`src/rtl/word_tx_serializer_pkg.sv`:
```
// Shared definitions for the word serializer: default widths and FSM encoding.
package word_tx_serializer_pkg;

  localparam int unsigned DataWDef = 32;
  localparam int unsigned ByteWDef = 8;
  localparam int unsigned DepthDef = 4;

  // FSM encoding kept as plain constants so legacy debug-unit code can share it.
  localparam logic [1:0] StIdle  = 2'd0;
  localparam logic [1:0] StStart = 2'd1;
  localparam logic [1:0] StWait  = 2'd2;

  // Part index width; never below one bit even for a single-part word.
  function automatic int unsigned idx_width(input int unsigned nparts);
    return (nparts > 1) ? $clog2(nparts) : 1;
  endfunction

endpackage

```
`src/rtl/word_tx_serializer_if.sv`:
```
// Bus between the debug unit / UART transmitter side and the serializer.
interface word_tx_serializer_if #(
  parameter int unsigned DATA_W = word_tx_serializer_pkg::DataWDef,
  parameter int unsigned BYTE_W = word_tx_serializer_pkg::ByteWDef,
  parameter int unsigned DEPTH  = word_tx_serializer_pkg::DepthDef
);
  localparam int unsigned CntW = $clog2(DEPTH) + 1;

  logic              wr;
  logic [DATA_W-1:0] entrada;
  logic              enviar;
  logic              tx_done_tick;
  logic              tx_start;
  logic [BYTE_W-1:0] parte;
  logic              done;
  logic              busy;
  logic              full;
  logic              empty;
  logic [CntW-1:0]   count;
  logic              overflow;

  modport master (
    output wr, entrada, enviar, tx_done_tick,
    input  tx_start, parte, done, busy, full, empty, count, overflow
  );

  modport slave (
    input  wr, entrada, enviar, tx_done_tick,
    output tx_start, parte, done, busy, full, empty, count, overflow
  );

endinterface

```
`src/rtl/word_tx_serializer_sync_fifo.sv`:
```
// Circular word FIFO with occupancy count and sticky overflow flag.
module word_tx_serializer_sync_fifo #(
  parameter int unsigned DATA_W = 32,
  parameter int unsigned DEPTH  = 4,
  localparam int unsigned PtrW  = $clog2(DEPTH),
  localparam int unsigned CntW  = PtrW + 1
) (
  input  logic              clk_i,
  input  logic              reset_i,
  input  logic              wr_i,
  input  logic              rd_i,
  input  logic [DATA_W-1:0] din_i,
  output logic [DATA_W-1:0] dout_o,
  output logic              full_o,
  output logic              empty_o,
  output logic [CntW-1:0]   count_o,
  output logic              overflow_o
);

  logic [DATA_W-1:0] mem_q [DEPTH];
  logic [PtrW-1:0]   wptr_q, rptr_q;
  logic [CntW-1:0]   count_q, count_d;
  logic              overflow_q;
  logic              do_rd, do_wr;

  assign empty_o    = (count_q == '0);
  assign full_o     = (count_q == CntW'(DEPTH));
  assign count_o    = count_q;
  assign overflow_o = overflow_q;
  assign dout_o     = mem_q[rptr_q];

  // A push into a full FIFO still lands when the head leaves in the same cycle.
  assign do_rd = rd_i && !empty_o;
  assign do_wr = wr_i && (!full_o || do_rd);

  // Occupancy next-state.
  always_comb begin
    count_d = count_q;
    case ({do_wr, do_rd})
      2'b10:   count_d = count_q + CntW'(1);
      2'b01:   count_d = count_q - CntW'(1);
      default: count_d = count_q;
    endcase
  end

  // Pointers, count and sticky overflow; pointers wrap naturally (DEPTH is 2^n).
  always_ff @(posedge clk_i) begin
    if (reset_i) begin
      wptr_q     <= '0;
      rptr_q     <= '0;
      count_q    <= '0;
      overflow_q <= 1'b0;
    end else begin
      if (do_wr) wptr_q <= wptr_q + PtrW'(1);
      if (do_rd) rptr_q <= rptr_q + PtrW'(1);
      count_q <= count_d;
      if (wr_i && !do_wr) overflow_q <= 1'b1;
    end
  end

  // Storage; contents are don't-care until written, so no reset.
  always_ff @(posedge clk_i) begin
    if (do_wr) mem_q[wptr_q] <= din_i;
  end

endmodule

```
`src/rtl/word_tx_serializer.sv`:
```
// Splits queued words into BYTE_W parts and hands them to the UART tx one at a time.
module word_tx_serializer
  import word_tx_serializer_pkg::*;
#(
  parameter int unsigned DATA_W    = DataWDef,
  parameter int unsigned BYTE_W    = ByteWDef,
  parameter int unsigned DEPTH     = DepthDef,
  parameter bit          MSB_FIRST = 1'b1
) (
  input logic                 clk_i,
  input logic                 reset_i,
  word_tx_serializer_if.slave bus_io
);

  localparam int unsigned NParts = DATA_W / BYTE_W;
  localparam int unsigned IdxW   = idx_width(NParts);

  logic [1:0]        state_q, state_d;
  logic [DATA_W-1:0] shreg_q, shreg_d;
  logic [IdxW-1:0]   idx_q, idx_d;
  logic [BYTE_W-1:0] parte_q, parte_d;
  logic              done_q, done_d;
  logic              fifo_rd, fifo_empty, load_word;
  logic [DATA_W-1:0] fifo_dout;

  word_tx_serializer_sync_fifo #(
    .DATA_W (DATA_W),
    .DEPTH  (DEPTH)
  ) u_fifo (
    .clk_i      (clk_i),
    .reset_i    (reset_i),
    .wr_i       (bus_io.wr),
    .rd_i       (fifo_rd),
    .din_i      (bus_io.entrada),
    .dout_o     (fifo_dout),
    .full_o     (bus_io.full),
    .empty_o    (fifo_empty),
    .count_o    (bus_io.count),
    .overflow_o (bus_io.overflow)
  );

  assign bus_io.empty    = fifo_empty;
  assign bus_io.tx_start = (state_q == StStart);
  assign bus_io.busy     = (state_q != StIdle);
  assign bus_io.parte    = parte_q;
  assign bus_io.done     = done_q;

  // Part that goes out next from a word, in the configured order.
  function automatic logic [BYTE_W-1:0] first_part(input logic [DATA_W-1:0] w);
    return MSB_FIRST ? w[DATA_W-1 -: BYTE_W] : w[BYTE_W-1:0];
  endfunction

  // Word with the part just taken removed, so the next part is at the output end.
  function automatic logic [DATA_W-1:0] drop_part(input logic [DATA_W-1:0] w);
    return MSB_FIRST ? (w << BYTE_W) : (w >> BYTE_W);
  endfunction

  // FSM next-state, part sequencing and pop decision.
  always_comb begin
    state_d   = state_q;
    shreg_d   = shreg_q;
    idx_d     = idx_q;
    parte_d   = parte_q;
    done_d    = 1'b0;
    fifo_rd   = 1'b0;
    load_word = 1'b0;
    case (state_q)
      StIdle: begin
        if (bus_io.enviar && !fifo_empty) load_word = 1'b1;
      end
      StStart: begin
        state_d = StWait;
      end
      StWait: begin
        if (bus_io.tx_done_tick) begin
          if (idx_q != IdxW'(NParts - 1)) begin
            idx_d   = idx_q + IdxW'(1);
            parte_d = first_part(shreg_q);
            shreg_d = drop_part(shreg_q);
            state_d = StStart;
          end else if (bus_io.enviar && !fifo_empty) begin
            load_word = 1'b1;
          end else begin
            // Stopped with words still queued is not a drain, so no done.
            state_d = StIdle;
            done_d  = fifo_empty;
          end
        end
      end
      default: state_d = StIdle;
    endcase
    if (load_word) begin
      fifo_rd = 1'b1;
      idx_d   = '0;
      parte_d = first_part(fifo_dout);
      shreg_d = drop_part(fifo_dout);
      state_d = StStart;
    end
  end

  // Registered FSM state, shift register and outputs.
  always_ff @(posedge clk_i) begin
    if (reset_i) begin
      state_q <= StIdle;
      shreg_q <= '0;
      idx_q   <= '0;
      parte_q <= '0;
      done_q  <= 1'b0;
    end else begin
      state_q <= state_d;
      shreg_q <= shreg_d;
      idx_q   <= idx_d;
      parte_q <= parte_d;
      done_q  <= done_d;
    end
  end

endmodule

```
`src/flat_wrapper.sv`:
```
// flat-port wrapper written by rule: the top's interface ports become plain ports
module word_tx_serializer_flat import word_tx_serializer_pkg::*;
#(
  parameter int unsigned DATA_W    = DataWDef,
  parameter int unsigned BYTE_W    = ByteWDef,
  parameter int unsigned DEPTH     = DepthDef,
  parameter bit          MSB_FIRST = 1'b1
)
  (clk_i, reset_i, bus_io_wr, bus_io_entrada, bus_io_enviar, bus_io_tx_done_tick, bus_io_tx_start, bus_io_parte, bus_io_done, bus_io_busy, bus_io_full, bus_io_empty, bus_io_count, bus_io_overflow);
  word_tx_serializer_if #(.DATA_W(DATA_W), .BYTE_W(BYTE_W), .DEPTH(DEPTH)) bus_io_i ();
  input logic clk_i;
  input logic reset_i;
  input wire logic [$bits(bus_io_i.wr)-1:0] bus_io_wr;
  input wire logic [$bits(bus_io_i.entrada)-1:0] bus_io_entrada;
  input wire logic [$bits(bus_io_i.enviar)-1:0] bus_io_enviar;
  input wire logic [$bits(bus_io_i.tx_done_tick)-1:0] bus_io_tx_done_tick;
  output wire logic [$bits(bus_io_i.tx_start)-1:0] bus_io_tx_start;
  output wire logic [$bits(bus_io_i.parte)-1:0] bus_io_parte;
  output wire logic [$bits(bus_io_i.done)-1:0] bus_io_done;
  output wire logic [$bits(bus_io_i.busy)-1:0] bus_io_busy;
  output wire logic [$bits(bus_io_i.full)-1:0] bus_io_full;
  output wire logic [$bits(bus_io_i.empty)-1:0] bus_io_empty;
  output wire logic [$bits(bus_io_i.count)-1:0] bus_io_count;
  output wire logic [$bits(bus_io_i.overflow)-1:0] bus_io_overflow;
  assign bus_io_i.wr = bus_io_wr;
  assign bus_io_i.entrada = bus_io_entrada;
  assign bus_io_i.enviar = bus_io_enviar;
  assign bus_io_i.tx_done_tick = bus_io_tx_done_tick;
  assign bus_io_tx_start = bus_io_i.tx_start;
  assign bus_io_parte = bus_io_i.parte;
  assign bus_io_done = bus_io_i.done;
  assign bus_io_busy = bus_io_i.busy;
  assign bus_io_full = bus_io_i.full;
  assign bus_io_empty = bus_io_i.empty;
  assign bus_io_count = bus_io_i.count;
  assign bus_io_overflow = bus_io_i.overflow;
  word_tx_serializer #(.DATA_W(DATA_W), .BYTE_W(BYTE_W), .DEPTH(DEPTH), .MSB_FIRST(MSB_FIRST)) u_core (.clk_i(clk_i), .reset_i(reset_i), .bus_io(bus_io_i));
endmodule
```
`config.mk`:
```
export PLATFORM = sky130hd
export DESIGN_NAME = word_tx_serializer_flat
export DESIGN_NICKNAME = d
export VERILOG_FILES = /design/src/rtl/word_tx_serializer_pkg.sv /design/src/rtl/word_tx_serializer_if.sv /design/src/rtl/word_tx_serializer_sync_fifo.sv /design/src/rtl/word_tx_serializer.sv /design/src/flat_wrapper.sv
export SDC_FILE = /design/constraint.sdc
export NUM_CORES = 1
export LEC_CHECK = 0
export ABC_AREA = 1
export BUFFER_PORTS_ARGS = -buffer_cell sky130_fd_sc_hd__buf_2
export CAP_MARGIN = 20
export CORE_MARGIN = 2
export CORE_UTILIZATION = 44
export CTS_CLUSTER_SIZE = 30
export DETAILED_ROUTE_END_ITERATION = 12
export PLACE_DENSITY = 0.7
export SLEW_MARGIN = 10
export SYNTH_ARGS = -nofsm -noshare
export SYNTH_HDL_FRONTEND = slang
export SYNTH_SLANG_ARGS = --single-unit
export TNS_END_PERCENT = 30
```
`constraint.sdc`:
```
create_clock -name clk_i -period 4.04 [get_ports clk_i]
set_clock_uncertainty 0.1 [all_clocks]
set_input_delay 0 -clock clk_i [delete_from_list [all_inputs] [get_ports clk_i]]
set_output_delay 0 -clock clk_i [all_outputs]
set_load 0.05 [all_outputs]
```
# After elaboration in Yosys (flattened, before gate mapping)
# Memories as Yosys holds them, arrays and structs flattened. A register that Yosys moved wholly into a read port is not among the register bits.
# Cells that the tools add are included.
# word_totals
wordCells,74
rom_bits,0
input_bits,37
ramBits,128
output_inout_bits,17
memories,1
latchBits,0
reg_bits,45
# mem_list
memory,words,word_bits,read_ports,rd_ports_with_merged_regs,write_ports,line,text
u_core.u_fifo.mem_q,4,32,1,1,1,word_tx_serializer_sync_fifo.sv:20,logic [DATA_W-1:0] mem_q [DEPTH];
# classes
muxes,23
n_reduce_logical,21
add_sub_neg,5
n_shift,0
magnitude_cmp,0
n_bitwise,3
n_eq_ne,11
mul,0
div,0
# ops
operator,count
32-bit 2-to-1 mux,4
8-bit 2-to-1 mux,4
3-bit AND reduction,4
2-bit 2-to-1 mux,5
2-bit nonzero test,5
1-bit 2-to-1 mux,7
"2-bit by 1-bit adder with 2-bit output, second input constant",3
"3-bit by 2-bit inequality test with 1-bit output, second input constant",2
2-bit one-hot mux with 3 select lines,1
3-bit one-hot mux with 2 select lines,1
5-bit OR reduction,1
"2-bit by 1-bit == test with 1-bit output, second input constant",2
"2-bit == test, second input constant",2
1-bit logical AND,4
"2-bit inequality test, second input constant",2
"4-bit by 2-bit inequality test with 1-bit output, second input constant",1
"3-bit by 1-bit adder with 3-bit output, second input constant",1
"3-bit == test, second input constant",1
1-bit logical NOT,3
3-bit logical NOT,1
1-bit inverter,3
"3-bit by 1-bit subtractor with 3-bit output, second input constant",1
2-bit logical NOT,1
"2-bit by 1-bit inequality test with 1-bit output, second input constant",1
other kinds (3),3

# Longest topological paths before layout
# depth
word_depth,13
mapped_depth,12
depth_no_buf,12

# Cells and area by module
# A second synthesis with hierarchy kept.
# hier_totals
cells_unflattened,668
area_unflattened_um2,7194.4
# by_module_without_submodules
mod,n_inst,seq_area_each_um2,area_per_inst_um2,cells_each
word_tx_serializer_sync_fifo,1,4043.9,5238.8,379
word_tx_serializer,1,740.7,1955.6,289

# Worst setup path after synthesis
# Ideal clock, no wire load.
# synth_timing
kind,reg-to-reg
start,"register u_core.u_fifo.count_q[0], in the netlist u_core.u_fifo.count_o[0]"
end,"memory u_core.u_fifo.mem_q[0][0], enable pin"
path_buffers,0
t_arrival_ns,2.787
stages_incl_launch_ff,7
required_time_ns,3.519
path_slack_ns,0.732
cell_sequence,dfxtp_1 nor2_2 nand2_1 inv_1 nand2_1 nand2_1 nor2_1
# synth_between
word_cells_on_any_way,15
cone_classes,1 x eq/ne; 7 x mux; 7 x reduce/logical
# synth_lines
item,line,text
from (decl),word_tx_serializer_sync_fifo.sv:22,"logic [CntW-1:0] count_q, count_d;"
from (signal assigned),word_tx_serializer_sync_fifo.sv:56,count_q <= count_d;
3-bit == test,word_tx_serializer_sync_fifo.sv:27,assign full_o = (count_q == CntW'(DEPTH));
named net bus_io_full,flat_wrapper.sv:21,output wire logic [$bits(bus_io_i.full)-1:0] bus_io_full;
1-bit logical NOT,word_tx_serializer_sync_fifo.sv:34,assign do_wr = wr_i && (!full_o || do_rd);
1-bit logical OR,word_tx_serializer_sync_fifo.sv:34,
1-bit logical AND,word_tx_serializer_sync_fifo.sv:34,
1-bit 2-to-1 mux,word_tx_serializer_sync_fifo.sv:63,if (do_wr) mem_q[wptr_q] <= din_i;
1-bit 2-to-1 mux (not written as such),word_tx_serializer_sync_fifo.sv:63,
to (decl),word_tx_serializer_sync_fifo.sv:20,
# The timed path passes the listed nets, and every way through them passes these cells.

# Worst setup path in the final report
# layout_timing
start,register u_core.idx_q[0]
end,"memory u_core.u_fifo.mem_q[0][31], enable pin"
# layout_between
elab_chain_cells,10
# layout_rtl
item,line,text
from (decl),word_tx_serializer.sv:20,"logic [IdxW-1:0] idx_q, idx_d;"
from (signal assigned),word_tx_serializer.sv:112,idx_q <= idx_d;
2-bit inequality test,word_tx_serializer.sv:76,if (idx_q != IdxW'(NParts - 1)) begin
1-bit 2-to-1 mux,word_tx_serializer.sv:76,
1-bit 2-to-1 mux,word_tx_serializer.sv:75,if (bus_io.tx_done_tick) begin
1-bit one-hot mux with 2 select lines,word_tx_serializer.sv:67,case (state_q)
1-bit 2-to-1 mux,word_tx_serializer.sv:92,if (load_word) begin
1-bit logical AND,word_tx_serializer_sync_fifo.sv:33,assign do_rd = rd_i && !empty_o;
1-bit logical OR,word_tx_serializer_sync_fifo.sv:34,
1-bit logical AND,word_tx_serializer_sync_fifo.sv:34,
1-bit 2-to-1 mux,word_tx_serializer_sync_fifo.sv:63,
1-bit 2-to-1 mux (not written as such),word_tx_serializer_sync_fifo.sv:63,
# Every way passes these cells.

==> flow_metrics.tcl <==
set metrics [dict create \
    status "complete, no violations" \
    crit_arrival_ps 2340 \
    slew_violations 0 \
    synthMuxAreaShare_pct 0 \
    power_frac_comb_pct 20.4 \
    wire_per_inst_microns 15.8 \
    yosysUniqueCellTypes 28 \
    r2r_slack_ps 1660 \
    via_count 4672 \
    drv_cap 0 \
    postSynth.asyncResetShare_pct 0 \
    core_sq_mm 0.0151 \
    synth_flop_cell "edfxtp_1" \
    synth-xor-area-share_pct 0.128 \
    intPower_w 0.00334 \
    tightestPinTransition_ps 763 \
    power.switching_w 0.00141 \
    dieArea_sq_mm 0.0165 \
    grt_remaining_overflow 0 \
    numPortBuffers 53 \
    drc 0 \
    required_ps 4000 \
    endpoint_kind "flop" \
    synthSimpleGateAreaFrac_pct 12.8 \
    fillers 1275 \
    fin_crit_ps 2380 \
    synth.most_common_cell "edfxtp_1" \
    layoutNonFillerInstCount 888 \
    cts_inserted_buffers 17 \
    p_seq_share_pct 46.1 \
    synth-edff-count 128 \
    path_common_cell "nand2_1" \
    nets 730 \
    grt_max_degree 65 \
    post_cts_resized 0 \
    grt_setup_unrepaired "no" \
    drt_iter0_markers 364 \
    finalHoldViolations 0 \
    ant_nets 0 \
    fin_tns_setup_ps 0 \
    cts_htree_levels 4 \
    yosysTopAreaCell "edfxtp_1" \
    leakagePower_nw 2.91 \
    syn-num-nets 646 \
    postSynthCellCount 603 \
    multiInputGateArea_sq_mm 0.00175 \
    synth_common_cells "128 x edfxtp_1, 106 x nand2_1, 102 x nor2_1, 87 x o21ai_0, 47 x dfxtp_1" \
    io_pins 54 \
    clock-sinks 175 \
    hp-class "in2reg" \
    seq_area_sq_mm 0.00479 \
    grt_usage_pct 18.0 \
    place_ws_ps 1690 \
    peakVddDrop_v 0.000351 \
    syn_avg_cell_area_sq_um 11.3 \
    critPathKind "reg2reg" \
    rows 45 \
    synth-seq-cells 175 \
    drt-pass1-iter-count 5 \
    netlist_area_sq_mm 0.00682 \
    powerDensity_mw_per_mm2 585 \
    place_hpwl_microns 8560 \
    yosys_warnings 0 \
    gp_congestion 0.854 \
    synth_compound_area_share_pct 11.4 \
    cts.clk_slew.worst_paths_ps 60 \
    start_util_pct 45.0 \
    setup_viol 0 \
    ys_top_cells_by_area "edfxtp_1 56%, dfxtp_1 14%, o21ai_0 6.4%" \
    worstPathCellList "ha_1 > nand2_1 > nand2_1 > nand2_2 > inv_1 > nand2_1 > nand2_1 > nand2_1 > nor2_2 > buf_4" \
    drive_above_1_share_pct 14.6 \
    slew_headroom_pct 49.1 \
    wl_microns 14000 \
    period_share_pct 58.8 \
    die_w_microns 128 \
    cts_tree "done" \
    routed_via_density 5.26 \
    switching_share_pct 29.7 \
    dp_cells 820 \
    crit_path_start_kind "flop" \
    root_buffer "clkbuf_16" \
    fmax_mhz 421 \
    syn_to_final_growth_pct 19.1 \
    synth_top_family_by_area "simple AND/OR/NAND/NOR gates" \
    fin_ws_ps 1660 \
    p_clk_share_pct 33.4 \
    grt_pass1_wl_microns 22500 \
    die_y_microns 128 \
    synth_top_area_share_pct 56.4 \
    grt_pass1_vias 4501 \
    synth-seq-area-share_pct 70.2 \
    cts_buffer_depth 2 \
    cp_max_fo 32 \
    cp_slowest_cell "buf_4" \
    antenna_cells 0 \
    antenna_found_initial 0 \
    synth_fa_ha_area_share_pct 1.21 \
    critical_path.max_stage_delay_ps 440 \
    clkLatencyLatePin_ps 420 \
]
==> stage by stage <==
step / area, sq um / utilization [%] / power, W / hold slack, ps
floorplan: 6820 / - / 0.00295 / -1.13
global route: 8120 / 53.6 / 0.00497 / 225
finish: 8120 / 53.6 / 0.00475 / 220
global placement: 7190 / 47.5 / 0.00314 / 115
CTS: 8120 / 53.6 / 0.00478 / 205
detailed placement: 7190 / 47.5 / 0.00318 / 120
==> state kept, by name, summed over array words and instances (netlist names), named ones only <==
register	count
u_core.u_fifo.rptr_q	2
u_core.u_fifo.mem_q	128
u_core.idx_q	2
u_core.state_q	2
u_core.bus_io.done	1
u_core.shreg_q	24
u_core.u_fifo.overflow_o	1
u_core.u_fifo.wptr_q	2
u_core.u_fifo.count_o	3
u_core.bus_io.parte	8
==> final cells by class <==
| cell class | count | share of cell area, % |
|---|---|---|
| Multi-Input combinational cell | 372 | 21.6 |
| Timing Repair Buffer | 97 | 8.44 |
| Clock inverter | 7 | 1.08 |
| Sequential cell | 175 | 58.9 |
| Inverter | 24 | 1.11 |
| Tap cell | 188 | 2.90 |
| Clock buffer | 25 | 5.99 |
==> critical path, delay by kind of cell, from the launching register on <==
kind                       cells  cell delay, ps
adders and majority gates      1             250
buffers and inverters          2             490
DFF                            1             350
and+or+nand+nor                7             800
==> placed cells by master, fill, tap and decap left out, types with 2 or more instances in the layout <==
cell type,Yosys,routed
edfxtp_1,128,128
nand2_1,106,106
nor2_1,102,98
o21ai_0,87,87
buf_2,8,53
dfxtp_1,47,46
dlygate4sd3_1,0,36
a31oi_1,24,24
inv_1,23,23
clkbuf_16,0,18
a21oi_1,13,13
o22ai_1,8,8
buf_4,4,8
o21ai_1,7,7
nor2_2,2,6
clkbuf_1,15,6
nand3_1,5,5
ha_1,5,5
a21oi_2,4,4
clkinv_2,0,4
nor2_4,3,3
bufinv_16,0,2
==> final timing paths <==
kind	from	to	cells past startpoint
min	bus_io_entrada[5]	u_core.u_fifo.mem_q[3][5]$_DFFE_PP_	2
max reg2reg	u_core.idx_q[0]$_SDFFE_PP0P_	u_core.u_fifo.mem_q[0][31]$_DFFE_PP_	10
min reg2reg	u_core.shreg_q[8]$_SDFFE_PP0P_	u_core.shreg_q[8]$_SDFFE_PP0P_	2
max	u_core.idx_q[0]$_SDFFE_PP0P_	u_core.u_fifo.mem_q[0][31]$_DFFE_PP_	10
==> power by group through the flow <==
stage                     clock network [W]  logic, W  registers (W)
after detailed placement                  0  0.000946        0.00223
after CTS                           0.00161  0.000976        0.00219
after global placement                    0  0.000920        0.00222
final                               0.00159  0.000971        0.00219
after floorplan                           0  0.000646        0.00230
after global routing                0.00168   0.00108        0.00221
==> per-layer routing <==
layer  global-route usage [%]  part of all wire, %  up-vias
met4                     7.10                  1.7        0
li1                         -                    -     2262
met5                        0                    0        -
met1                     22.5                   44     2261
met2                     30.4                   50      129
met3                     4.16                  4.6       20
==> timing repair <==
item,CTS,global route
hold endpoints to repair,142,0
hold buffers,36,0
buffers inserted,0,0
==> cell families after synthesis <==
logic type | count (synthesis)
AO/OA/AOI/OAI | 144
XOR/XNOR | 1
adder cells (fa/ha/maj) | 6
buffers and inverters | 56
flip-flops | 175
AND/OR/NAND/NOR | 221
Power figures use the tool's default switching activity.
